`config.mk`:
```
export PLATFORM = sky130hd
export DESIGN_NAME = add_pipe_result_fifo
export DESIGN_NICKNAME = d
export VERILOG_FILES = /design/src/rtl/add_pipe_pkg.sv /design/src/rtl/add_pipe_sync_fifo.sv /design/src/rtl/add_pipe_result_fifo.sv
export SDC_FILE = /design/constraint.sdc
export NUM_CORES = 1
export LEC_CHECK = 0
export ABC_AREA = 1
export BUFFER_PORTS_ARGS = -buffer_cell sky130_fd_sc_hd__buf_2
export CORE_UTILIZATION = 45
export CTS_CLUSTER_SIZE = 25
export DETAILED_ROUTE_END_ITERATION = 8
export GPL_ROUTABILITY_DRIVEN = 0
export PLACE_DENSITY = 0.67
export RECOVER_POWER = 100
export SYNTH_ARGS = -nofsm -noshare
export SYNTH_HDL_FRONTEND = slang
export SYNTH_SLANG_ARGS = --single-unit
```
`constraint.sdc`:
```
create_clock -name clk -period 2.25 [get_ports clk]
set_input_delay 0.1125 -clock clk [delete_from_list [all_inputs] [get_ports clk]]
set_output_delay 0.1125 -clock clk [all_outputs]
set_load 0.01 [all_outputs]
```
`src/rtl/add_pipe_pkg.sv`:
```
// Shared constants and types for the pipelined-adder result capture block.
package add_pipe_pkg;

  localparam int ADD_WIDTH      = 32;
  localparam int ADD_LATENCY    = 2;
  localparam int RES_FIFO_DEPTH = 4;

  localparam int PTR_W = (RES_FIFO_DEPTH > 1) ? $clog2(RES_FIFO_DEPTH) : 1;
  localparam int LVL_W = $clog2(RES_FIFO_DEPTH + 1);

  typedef logic [ADD_WIDTH-1:0] add_result_t;

  // A one-entry FIFO still needs a 1-bit pointer.
  function automatic int ptr_w_of(input int depth);
    return (depth > 1) ? $clog2(depth) : 1;
  endfunction

endpackage

```
`src/rtl/add_pipe_sync_fifo.sv`:
```
// Result storage: circular buffer with wrap-at-DEPTH pointers and an occupancy count.
module add_pipe_sync_fifo
  import add_pipe_pkg::*;
#(
  parameter  int WIDTH = ADD_WIDTH,
  parameter  int DEPTH = RES_FIFO_DEPTH,
  localparam int PW    = ptr_w_of(DEPTH),
  localparam int CW    = $clog2(DEPTH + 1)
) (
  input  logic             clk,
  input  logic             rst_n,
  input  logic             push_i,
  input  logic [WIDTH-1:0] data_i,
  input  logic             pop_i,
  output logic [WIDTH-1:0] data_o,
  output logic [CW-1:0]    count_o,
  output logic             full_o,
  output logic             empty_o
);

  logic [WIDTH-1:0] mem_q [DEPTH];
  logic [PW-1:0]    wr_ptr_q, wr_ptr_d;
  logic [PW-1:0]    rd_ptr_q, rd_ptr_d;
  logic [CW-1:0]    count_q, count_d;
  logic             do_pop;

  function automatic logic [PW-1:0] ptr_inc(input logic [PW-1:0] p);
    return (p == PW'(DEPTH - 1)) ? '0 : p + 1'b1;
  endfunction

  assign empty_o = (count_q == '0);
  assign full_o  = (count_q == CW'(DEPTH));
  assign count_o = count_q;
  assign data_o  = mem_q[rd_ptr_q];
  assign do_pop  = pop_i && !empty_o;

  always_comb begin
    wr_ptr_d = wr_ptr_q;
    rd_ptr_d = rd_ptr_q;
    count_d  = count_q;
    if (push_i) wr_ptr_d = ptr_inc(wr_ptr_q);
    if (do_pop) rd_ptr_d = ptr_inc(rd_ptr_q);
    case ({push_i, do_pop})
      2'b10:   count_d = count_q + 1'b1;
      2'b01:   count_d = count_q - 1'b1;
      default: count_d = count_q;
    endcase
  end

  always_ff @(posedge clk) begin
    if (!rst_n) begin
      wr_ptr_q <= '0;
      rd_ptr_q <= '0;
      count_q  <= '0;
    end else begin
      wr_ptr_q <= wr_ptr_d;
      rd_ptr_q <= rd_ptr_d;
      count_q  <= count_d;
    end
  end

  // Storage is deliberately left out of reset; only pointers define validity.
  always_ff @(posedge clk) begin
    if (push_i) mem_q[wr_ptr_q] <= data_i;
  end

endmodule

```
`src/rtl/add_pipe_result_fifo.sv`:
```
// Tracks real operand cycles through the fixed-latency adder, captures their sums
// and hands out issue credits so every issued sum is guaranteed a FIFO slot.
module add_pipe_result_fifo
  import add_pipe_pkg::*;
#(
  parameter  int WIDTH   = ADD_WIDTH,
  parameter  int LATENCY = ADD_LATENCY,
  parameter  int DEPTH   = RES_FIFO_DEPTH,
  localparam int LW      = $clog2(DEPTH + 1)
) (
  input  logic             clk,
  input  logic             rst_n,
  input  logic             issue_valid,
  output logic             issue_ready,
  input  logic [WIDTH-1:0] pipe_result,
  output logic             out_valid,
  input  logic             out_ready,
  output logic [WIDTH-1:0] out_data,
  output logic [LW-1:0]    level,
  output logic             err_overrun
);

  if (LATENCY < 1 || DEPTH < LATENCY + 2) begin : g_bad_cfg
    $error("add_pipe_result_fifo: DEPTH must be >= LATENCY+2 and LATENCY >= 1");
  end

  logic [LATENCY-1:0] vsr_q, vsr_d;
  logic [LW-1:0]      inflight;
  logic [LW-1:0]      count;
  logic               full, empty;
  logic               issue_fire, push, pop;
  logic               err_q, err_d;

  assign issue_fire = issue_valid && issue_ready;
  assign push       = vsr_q[LATENCY-1];
  assign pop        = out_valid && out_ready;

  always_comb begin
    vsr_d    = vsr_q << 1;
    vsr_d[0] = issue_fire;
  end

  always_comb begin
    inflight = '0;
    for (int i = 0; i < LATENCY; i++) inflight = inflight + LW'(vsr_q[i]);
  end

  // Credits count both stored and in-flight results, so the bound never depends on out_ready.
  assign level       = count + inflight;
  assign issue_ready = (level < LW'(DEPTH));
  assign out_valid   = !empty;
  assign err_d       = err_q || (issue_valid && !issue_ready);
  assign err_overrun = err_q;

  always_ff @(posedge clk) begin
    if (!rst_n) begin
      vsr_q <= '0;
      err_q <= 1'b0;
    end else begin
      vsr_q <= vsr_d;
      err_q <= err_d;
    end
  end

  add_pipe_sync_fifo #(
    .WIDTH (WIDTH),
    .DEPTH (DEPTH)
  ) u_fifo (
    .clk     (clk),
    .rst_n   (rst_n),
    .push_i  (push && (!full || pop)),
    .data_i  (pipe_result),
    .pop_i   (pop),
    .data_o  (out_data),
    .count_o (count),
    .full_o  (full),
    .empty_o (empty)
  );

endmodule
```
==> results.py, run 1 <==
metrics = {
    "run_status": {
        "status": "finished, violations left",
        "violations": "design-rule violations",
    },
    "hold_path": {
        "min_delay_path_depth": 3,
        "holdCritPathClass": "input pin to flop",
    },
    "pwr": {
        "switching_share_pct": 30.2,
        "power_leakage_uw": 0.00241,
        "combPwrFrac_pct": 24.7,
        "ir_drop_v": 0.000842,
        "p_per_area_nw_per_um2": 1180,
        "seq_power_share_pct": 38.1,
        "p_int_uw": 5620,
        "p_clk_share_pct": 37.2,
        "p_switching_uw": 2430,
    },
    "sta": {
        "holdWs_ns": 0.0203,
        "final-setup-viol-count": 0,
        "slew_headroom_pct": 58.8,
        "tightestPinTransition_ns": 0.617,
        "rsz0062_at_grt": "false",
        "final.period_utilization_pct": 92.8,
        "slew_viol_final": 0,
        "final.min_clock_period_ns": 2.09,
        "fmax_mhz": 479,
        "fin_skew_ns": 0.00977,
        "hold_viol_final": 0,
    },
    "clock_network": {
        "htree_levels": 4,
        "cts.sinks": 140,
        "cts_made_buffers": 17,
        "cts_tree": "done",
        "insertion_delay_ns": 0.41,
        "cts_setup_buffers": 0,
        "clk_path_buf_depth": 2,
        "cts_resized": 0,
        "cts_hold_buffers": 33,
        "cts.reportedPaths.clkPinSlew_ns": 0.06,
        "cts_root_buf": "clkbuf_16",
    },
    "global_routing": {
        "grt_max_degree": 65,
        "overflow": 0,
        "grt_pass1_wl_mm": 17.5,
        "track_usage_pct": 18.6,
        "grt_pass1_vias": 3522,
        "antenna_found_initial": 0,
    },
    "synthesis": {
        "synth.net_count": 441,
        "synth_largest_area_cell": "edfxtp_1",
        "synthFlopType": "edfxtp_1",
        "synthesis.area_um2": 5420,
        "netlist.area_leader.share_pct": 70.9,
        "synth_area_leaders": "edfxtp_1, nor2_1, dfxtp_1, o22ai_1, o21ai_0",
        "synthDistinctLibCells": 21,
        "async_flop_share_pct": 0,
        "synth_edf_count": 128,
        "syn_inst": 396,
        "syn_area_per_cell_um2": 13.7,
        "yosysWarnings": 0,
        "synth_seq_cells": 140,
        "synth_seq_area_share_pct": 75.3,
    },
    "routing": {
        "drc": 6,
        "ant_nets": 0,
        "vias_per_cell": 5.07,
        "vias": 3394,
        "first_pass_iters": 6,
        "wirelength_mm": 10.8,
        "drt_iter0_drc": 247,
        "avgRoutedWirePerCell_um": 16.1,
    },
    "worst_setup_path": {
        "path_depth": 4,
        "rr_worst_depth": 6,
        "reg2reg_to": "u_fifo.mem_q[2][1]",
        "crit_path_start_kind": "flop",
        "path_common_cell": "buf_2",
        "timing.rr.start": "u_fifo.count_o[1]",
        "slowest_stage": "dfxtp_2",
        "worstPathMaxFanout": 26,
        "crit_buf_inv": 2,
        "crit_path_end": "out_data[5]",
        "slowest_delay_ns": 0.66,
        "crit_arrival_ns": 1.98,
        "required_ns": 2.14,
        "worstPathCellList": "buf_2 > o21ai_0 > o22ai_1 > buf_2",
        "rrSetupSlack_ns": 0.23,
        "worstSetupPathType": "flop to output pin",
        "cpLargestDelayFamily": "flip-flops",
        "endpoint_kind": "output pin",
    },
    "layout": {
        "mostFrequentLayoutCell": "edfxtp_1",
        "drive_above_1_share_pct": 13.9,
        "final_cells": 670,
        "num_antenna_cells": 0,
        "syn2layout_area_growth_pct": 25.6,
        "nNetsFinal": 559,
        "final_cell_mix": "edfxtp_1, nor2_1, o21ai_0, clkbuf_1, dlygate4sd3_1",
    },
    "place": {
        "placed_cells": 605,
        "portBuffers": 73,
        "post-dp-hpwl_mm": 6.17,
    },
    "flow_run": {
        "cap_violations": 0,
    },
    "floorplan": {
        "rows": 39,
        "start_util_pct": 46.9,
        "dieArea_um2": 12500,
        "coreArea_um2": 11600,
        "die_x_um": 112,
        "die_h_um": 112,
        "io_pins": 74,
    },
}
## how the worst min path moves through the flow
| stage | from | endpoint |
|---|---|---|
| after floorplan | pipe_result[0] | u_fifo.mem_q[0][0] |
| after global placement | pipe_result[21] | u_fifo.mem_q[3][21] |
| after detailed placement | pipe_result[11] | u_fifo.mem_q[1][11] |
| after CTS | rst_n | vsr_q[1] |
| after global routing | rst_n | vsr_q[1] |
| final | rst_n | vsr_q[1] |
## synthesized netlist by cell type (2+ instances only)
cell,n
nand3_1,5
edfxtp_1,128
nand2_1,15
buf_4,3
buf_2,7
a21oi_1,4
fa_1,2
ha_1,7
o22ai_1,32
o21ai_0,39
inv_1,20
o21ai_1,28
buf_6,9
nor2_1,79
dfxtp_1,12
## flip-flops by register name (all words and copies together) (netlist names), named ones only
register / flops
u_fifo.count_o: 3
u_fifo.mem_q: 128
vsr_q: 2
u_fifo.rd_ptr_q: 2
err_overrun: 1
u_fifo.wr_ptr_q: 2
## per-stage QoR
step / power, uW / area [um2] / utilization [%] / setup slack, ns / setup TNS (ns)
2_1_floorplan: 4520 / 5420 / - / -0.246 / -31.46
3_3_place_gp: 5130 / 5930 / 51.3 / 0.462 / 0
3_5_place_dp: 5180 / 5930 / 51.3 / 0.371 / 0
4_1_cts: 8220 / 6910 / 59.7 / 0.158 / 0
5_1_grt: 8490 / 6810 / 58.9 / 0.00651 / 0
6_report: 8050 / 6810 / 58.9 / 0.161 / 0
## metal layers
layer	part of all wire [%]	global-route usage (%)
met2	51	30.8
met5	0	0
met1	44	23.8
met3	4.7	5.12
met4	0.65	6.31
## worst reg2reg max path, stage by stage, from the launching register on
cell      delay, ns
dfxtp_1        0.34
nor2_1         0.22
nand2_1        0.17
nand2_1        0.12
clkbuf_1       0.39
nor2_4         0.04
clkbuf_2       0.37
## kinds of logic after synthesis
family	after synthesis	synth area share, %
adders and majority gates	9	2.35
DFF	140	75.3
and+or+nand+nor	100	7.08
xor gates and xnor gates	1	0.162
buffers and inverters	42	4.66
AOI/OAI and AO/OA	104	10.4
## power groups by stage
| stage | registers [uW] | clock network, uW | logic, uW |
|---|---|---|---|
| final | 3070 | 2990 | 1990 |
| after CTS | 3070 | 3040 | 2100 |
| after global routing | 3090 | 3170 | 2240 |
| after global placement | 3120 | 0 | 2010 |
| after detailed placement | 3130 | 0 | 2050 |
| after floorplan | 3060 | 0 | 1450 |
## cell type report
| type | instances | area [um2] |
|---|---|---|
| Timing Repair Buffer | 119 | 702 |
| Multi-Input combinational cell | 214 | 1120 |
| Inverter | 22 | 87.6 |
| Clock buffer | 17 | 425 |
| Tap cell | 143 | 179 |
| Clock inverter | 15 | 218 |
| Sequential cell | 140 | 4090 |
| Fill cell | 925 | 4750 |
(Power assumes the default switching activity.)
==> inputs of run 2 (changes only) <==
--- a/config.mk
+++ b/config.mk
@@ -5,13 +5,12 @@
 export SDC_FILE = /design/constraint.sdc
 export NUM_CORES = 1
 export LEC_CHECK = 0
-export ABC_AREA = 1
 export BUFFER_PORTS_ARGS = -buffer_cell sky130_fd_sc_hd__buf_2
 export CORE_UTILIZATION = 45
 export CTS_CLUSTER_SIZE = 25
 export DETAILED_ROUTE_END_ITERATION = 8
 export GPL_ROUTABILITY_DRIVEN = 0
-export PLACE_DENSITY = 0.67
+export PLACE_DENSITY = 0.68
 export RECOVER_POWER = 100
 export SYNTH_ARGS = -nofsm -noshare
 export SYNTH_HDL_FRONTEND = slang
==> run 2 against run 1 <==
  * Sequential power fell by 3%
  * Cell area fell by 1.7%
  * Clock skew rose by 0.0032 ns
  * Utilization barely moved
  * Combinational power fell by 45%
  * Via count fell by 22%
  * Register-to-register slack got worse by 0.097 ns
  * Critical endpoint is now u_fifo.count_o[2]
  * Critical path depth rose by 4
  * Critical path type is now flop to flop
  * The run now ends clean
  * Synthesized cell count fell by 40%
  * Fmax fell by 1.3%
  * Clock power fell by 4%
  * Flip-flop and latch count did not move
==> results.py, run 2 <==
metrics = {
    "worst_setup_path": {
        "worstPathMaxFanout": 4,
        "crit_arrival_ns": 2.46,
        "crit_path_start_kind": "flop",
        "required_ns": 2.60,
        "endpoint_kind": "flop",
        "worstSetupPathType": "flop to flop",
    },
    "synthesis": {
        "synth_seq_area_share_pct": 78.0,
        "syn_inst": 237,
        "synth_area_leaders": "edfxtp_1, mux4_2, dfxtp_1, ha_1, inv_1",
        "synth.net_count": 282,
        "netlist.area_leader.share_pct": 73.5,
        "async_flop_share_pct": 0,
        "synthesis.area_um2": 5230,
        "yosysWarnings": 0,
        "syn_area_per_cell_um2": 22.1,
        "synthDistinctLibCells": 26,
        "synth_edf_count": 128,
        "synth_seq_cells": 140,
        "yosysMostFrequentCell": "edfxtp_1",
        "synth_largest_area_cell": "edfxtp_1",
        "synth_common_cells": "edfxtp_1, mux4_2, dfxtp_1, inv_1",
        "synthFlopType": "edfxtp_1",
    },
    "routing": {
        "avgRoutedWirePerCell_um": 17.3,
        "vias": 2641,
        "drt_iter0_drc": 127,
        "vias_per_cell": 5.07,
        "wirelength_mm": 9.00,
        "first_pass_iters": 4,
        "ant_nets": 0,
        "drc": 0,
    },
    "floorplan": {
        "die_h_um": 110,
        "start_util_pct": 46.0,
        "rows": 39,
        "dieArea_um2": 12100,
        "io_pins": 74,
        "die_x_um": 110,
        "coreArea_um2": 11400,
    },
    "sta": {
        "slew_viol_final": 0,
        "fmax_mhz": 472,
        "tightestPinTransition_ns": 0.869,
        "slew_headroom_pct": 42.1,
        "final.period_utilization_pct": 94.1,
        "timing.setup.tns_ns": 0,
        "fin_skew_ns": 0.0130,
        "setup_ws_ns": 0.133,
        "final-setup-viol-count": 0,
        "final.min_clock_period_ns": 2.12,
        "hold_viol_final": 0,
        "rsz0062_at_grt": "false",
    },
    "global_routing": {
        "grt_max_degree": 33,
        "track_usage_pct": 16.9,
        "antenna_found_initial": 0,
        "overflow": 0,
        "grt_pass1_wl_mm": 14.2,
        "grt_pass1_vias": 2780,
    },
    "layout": {
        "mostFrequentLayoutCell": "edfxtp_1",
        "regMostFlops": "u_fifo.mem_q",
        "nNetsFinal": 411,
        "drive_above_1_share_pct": 24.1,
        "nFillCells": 857,
        "fin_area_um2": 6700,
        "utilization_pct": 58.9,
        "syn2layout_area_growth_pct": 28.0,
        "largest_register_ffs": 128,
        "num_antenna_cells": 0,
        "final_cell_mix": "edfxtp_1, clkbuf_1, dlygate4sd3_1, mux4_2, clkbuf_16",
    },
    "pwr": {
        "ir_drop_v": 0.000580,
        "p_per_area_nw_per_um2": 1040,
        "power_leakage_uw": 0.00221,
    },
    "run_status": {
        "status": "completed",
    },
    "clock_network": {
        "cts_tree": "done",
        "insertion_delay_ns": 0.41,
        "htree_levels": 4,
        "cts.sinks": 140,
        "cts.reportedPaths.clkPinSlew_ns": 0.06,
        "cts_made_buffers": 17,
        "clk_path_buf_depth": 2,
        "cts_root_buf": "clkbuf_16",
    },
    "flow_run": {
        "cap_violations": 0,
    },
    "place": {
        "portBuffers": 73,
        "dp_slack_ns": 0.0610,
        "dpl-instance-area_um2": 5850,
        "post-dp-hpwl_mm": 5.40,
    },
    "hold_path": {
        "holdCritPathClass": "input pin to flop",
    },
}
==> run 2: metal layers <==
| metal | share of wire, % | GRT usage (%) |
|---|---|---|
| met3 | 6.0 | 6.64 |
| met5 | 0 | 0 |
| met4 | 1.0 | 6.38 |
| met1 | 43 | 19.9 |
| met2 | 50 | 27.9 |
==> run 2: path summary, 6_finish.rpt <==
kind,startpoint,to,slack (ns),cells after the start
hold reg to reg,vsr_q[0],vsr_q[1],0.47,1
setup reg to reg,u_fifo.count_o[0],u_fifo.count_o[2],0.13,8
setup / recovery,u_fifo.count_o[0],u_fifo.count_o[2],0.13,8
hold / removal,rst_n,u_fifo.wr_ptr_q[1],0.06,3
==> run 2: cells by family (layout without fill, tap and decap cells) <==
group | after synthesis | count (layout) | share of synthesized area [%]
muxes | 34 | 34 | 14.2
DFF | 140 | 140 | 78.0
and+or+nand+nor | 22 | 22 | 2.13
buffers and inverters | 21 | 162 | 1.75
AOI/OAI and AO/OA | 8 | 8 | 0.980
adders and majority gates | 9 | 9 | 2.44
xor gates and xnor gates | 3 | 3 | 0.502
==> run 2: critical path, stage by stage (launching register included) <==
cell and delay (ns):
dfxtp_2 0.34, o41a_1 0.42, inv_1 0.07, ha_1 0.16, inv_1 0.06, fa_2 0.33
xor2_1 0.15, or3_1 0.38, a21boi_2 0.14
==> run 2: final cells by class <==
type	count	area [um2]	share of cell area, %
Sequential cell	140	4090	61.0
Multi-Input combinational cell	76	1070	15.9
Timing Repair Buffer	118	696	10.4
Clock buffer	18	429	6.41
Clock inverter	13	193	2.88
Tap cell	143	179	2.67
Inverter	13	48.8	0.728
==> run 2: metrics by stage <==
| step | hold WS, ns | cells | power [uW] |
|---|---|---|---|
| floorplan | 0.211 | 237 | 3760 |
| global placement | 0.326 | 455 | 4110 |
| detailed placement | 0.332 | 455 | 4140 |
| CTS | 0.0544 | 519 | 7070 |
| global route | 0.0712 | 521 | 7250 |
| finish | 0.0637 | 521 | 6940 |
==> run 2: report_power, final <==
part           internal [uW]  switching, uW
registers               2920           50.8
logic                    532            556
clock network           1860           1030
==> run 2: what timing repair did <==
item	CTS	global route
resized for setup	1	5
endpoints found under the setup margin	1	1
buffers inserted	0	2
hold endpoints to repair	130	0
hold buffers	33	0
pin swaps	0	4
==> inputs of run 3 (changes only) <==
--- a/config.mk
+++ b/config.mk
@@ -6,11 +6,12 @@
 export NUM_CORES = 1
 export LEC_CHECK = 0
 export BUFFER_PORTS_ARGS = -buffer_cell sky130_fd_sc_hd__buf_2
+export CORE_ASPECT_RATIO = 2
 export CORE_UTILIZATION = 45
 export CTS_CLUSTER_SIZE = 25
 export DETAILED_ROUTE_END_ITERATION = 8
 export GPL_ROUTABILITY_DRIVEN = 0
-export PLACE_DENSITY = 0.68
+export PLACE_DENSITY_LB_ADDON = 0.08
 export RECOVER_POWER = 100
 export SYNTH_ARGS = -nofsm -noshare
 export SYNTH_HDL_FRONTEND = slang
==> run 3 against run 2 <==
  * Global-route usage rose by 0.071 points
  * Die area up 0.22%
  * Setup slack got worse by 0.038 ns
  * Cell area unchanged
  * Routed wire length grew 1.9%
  * Worst hold slack improved by 0.013 ns
  * Clock power decreased by 2%
  * Fmax decreased by 1.7%
  * Via count down 1.1%
==> results.py, run 3 (synthesis gave the netlist of run 2 again) <==
metrics = {
    "routing": {
        "drt-met1-wl_mm": 3.33,
        "first_pass_iters": 4,
        "drt_iter0_drc": 129,
        "routed.top_layer": "met4",
        "vias": 2613,
        "wl_met3_um": 353,
        "wirelength_mm": 9.17,
        "routed-wl-met2_mm": 5.36,
        "vias_per_cell": 5.07,
        "ant_nets": 0,
        "drc": 0,
        "avgRoutedWirePerCell_um": 17.8,
    },
    "worst_setup_path": {
        "rr_worst_depth": 8,
        "slowest_stage": "o41a_1",
        "crit_path_start_kind": "flop",
        "path_common_cell": "inv_1",
        "worstPathMaxFanout": 4,
        "required_ns": 2.59,
        "crit_start": "u_fifo.count_o[0]",
        "reg2reg_to": "u_fifo.count_o[2]",
        "rrSetupSlack_ns": 0.1,
        "endpoint_kind": "flop",
        "worstSetupPathType": "flop to flop",
        "slowest_delay_ns": 0.43,
        "timing.rr.start": "u_fifo.count_o[0]",
        "crit_path_end": "u_fifo.count_o[2]",
        "crit_arrival_ns": 2.49,
        "worstPathCellList": "o41a_1 > inv_1 > ha_2 > inv_1 > fa_1 > xor2_1 > or3_1 > a21boi_0",
    },
    "clock_network": {
        "cts_made_buffers": 17,
        "insertion_delay_ns": 0.41,
        "cts.sinks": 140,
        "cts.reportedPaths.clkPinSlew_ns": 0.05,
        "clk_path_buf_depth": 2,
        "cts_root_buf": "clkbuf_16",
        "cts_tree": "done",
        "htree_levels": 4,
    },
    "sta": {
        "timing.setup.tns_ns": 0,
        "slew_viol_final": 0,
        "final.period_utilization_pct": 95.7,
        "tightestPinTransition_ns": 0.923,
        "final-setup-viol-count": 0,
        "fin_skew_ns": 0.00636,
        "fmax_mhz": 464,
        "hold_viol_final": 0,
        "slew_headroom_pct": 38.4,
        "final.min_clock_period_ns": 2.15,
    },
    "layout": {
        "largest_register_ffs": 128,
        "regMostFlops": "u_fifo.mem_q",
        "mostFrequentLayoutCell": "edfxtp_1",
        "num_antenna_cells": 0,
        "multi_input_area_um2": 1060,
        "nNetsFinal": 407,
        "drive_above_1_share_pct": 27.9,
        "fin_area_um2": 6700,
        "final_cell_mix": "edfxtp_1, clkbuf_1, dlygate4sd3_1, mux4_2, buf_2",
        "nFillCells": 896,
        "syn2layout_area_growth_pct": 28.0,
        "layout.area.seq_um2": 4090,
    },
    "hold_path": {
        "holdCritPathClass": "input pin to flop",
    },
    "global_routing": {
        "grt_pass1_wl_mm": 14.4,
        "track_usage_pct": 16.9,
        "antenna_found_initial": 0,
        "grt_max_degree": 33,
        "overflow": 0,
        "grt_pass1_vias": 2844,
    },
    "place": {
        "portBuffers": 73,
        "post-dp-hpwl_mm": 5.53,
        "dpl-instance-area_um2": 5820,
    },
    "floorplan": {
        "die_h_um": 154,
        "die_x_um": 78.3,
        "rows": 55,
        "coreArea_um2": 11300,
        "dieArea_um2": 12100,
        "io_pins": 74,
        "start_util_pct": 46.4,
    },
    "pwr": {
        "power_leakage_uw": 0.00224,
        "combPwrFrac_pct": 16.0,
        "p_int_uw": 5340,
        "p_clk_share_pct": 40.5,
        "ir_drop_v": 0.000685,
        "p_switching_uw": 1590,
        "p_per_area_nw_per_um2": 1030,
        "fin_total_pwr_uw": 6930,
        "seq_power_share_pct": 43.5,
        "switching_share_pct": 22.9,
    },
    "flow_run": {
        "cap_violations": 0,
    },
    "run_status": {
        "status": "completed",
    },
}
[run 3: per-layer routing]
metal	up-vias	track usage (%)
met3	12	5.25
met4	0	7.14
met1	1334	17.1
met5	-	0
met2	66	31.4
li1	1201	-
[run 3: power groups by stage]
stage	clock [uW]	sequential, uW	combinational, uW
3_3_place_gp	0	3070	1090
6_report	2810	3020	1110
2_1_floorplan	0	3000	754
4_1_cts	2860	3020	1160
5_1_grt	2960	3030	1210
3_5_place_dp	0	3070	1110
[run 3: through the flow]
stage | hold WS [ns] | setup WS [ns] | util, % | cells
floorplan | 0.211 | 0.0300 | - | 237
CTS | 0.0668 | 0.0599 | 59.8 | 514
detailed placement | 0.331 | 0.0938 | 51.6 | 451
global placement | 0.324 | 0.127 | 51.6 | 451
finish | 0.0764 | 0.0956 | 59.4 | 515
global route | 0.0921 | -0.0264 | 59.4 | 515
[run 3: worst min-delay path by stage]
stage | startpoint | to | slack, ns | cells after the start
6_report | rst_n | u_fifo.wr_ptr_q[0] | 0.08 | 3
5_1_grt | rst_n | u_fifo.count_o[2] | 0.09 | 2
4_1_cts | rst_n | u_fifo.wr_ptr_q[0] | 0.07 | 3
3_5_place_dp | pipe_result[15] | u_fifo.mem_q[0][15] | 0.33 | 1
3_3_place_gp | pipe_result[24] | u_fifo.mem_q[1][24] | 0.32 | 1
2_1_floorplan | pipe_result[0] | u_fifo.mem_q[0][0] | 0.21 | 0
[run 3: critical path: cells and delay by family (launching register included)]
| kind | cells | cell delay (ns) |
|---|---|---|
| flops | 1 | 0.33 |
| simple gates | 1 | 0.30 |
| buf+inv | 2 | 0.15 |
| compound gates | 2 | 0.58 |
| fa+ha+maj | 2 | 0.57 |
| xor+xnor | 1 | 0.16 |
[run 3: timing repair]
| action | CTS | global route |
|---|---|---|
| gates resized for setup | 0 | 3 |
| buffers inserted | 0 | 1 |
| endpoints found under the hold margin | 130 | 0 |
| endpoints found under the setup margin | 0 | 2 |
| hold buffers | 33 | 0 |
[run 3: cell type report]
cell class / count / share of cell area [%]
flip-flops and latches: 140 / 61.0
inverters: 13 / 0.728
repair buffers: 114 / 10.7
clock buffers: 17 / 6.35
well taps: 142 / 2.65
multi-input cells: 76 / 15.9
clock inverters: 13 / 2.63
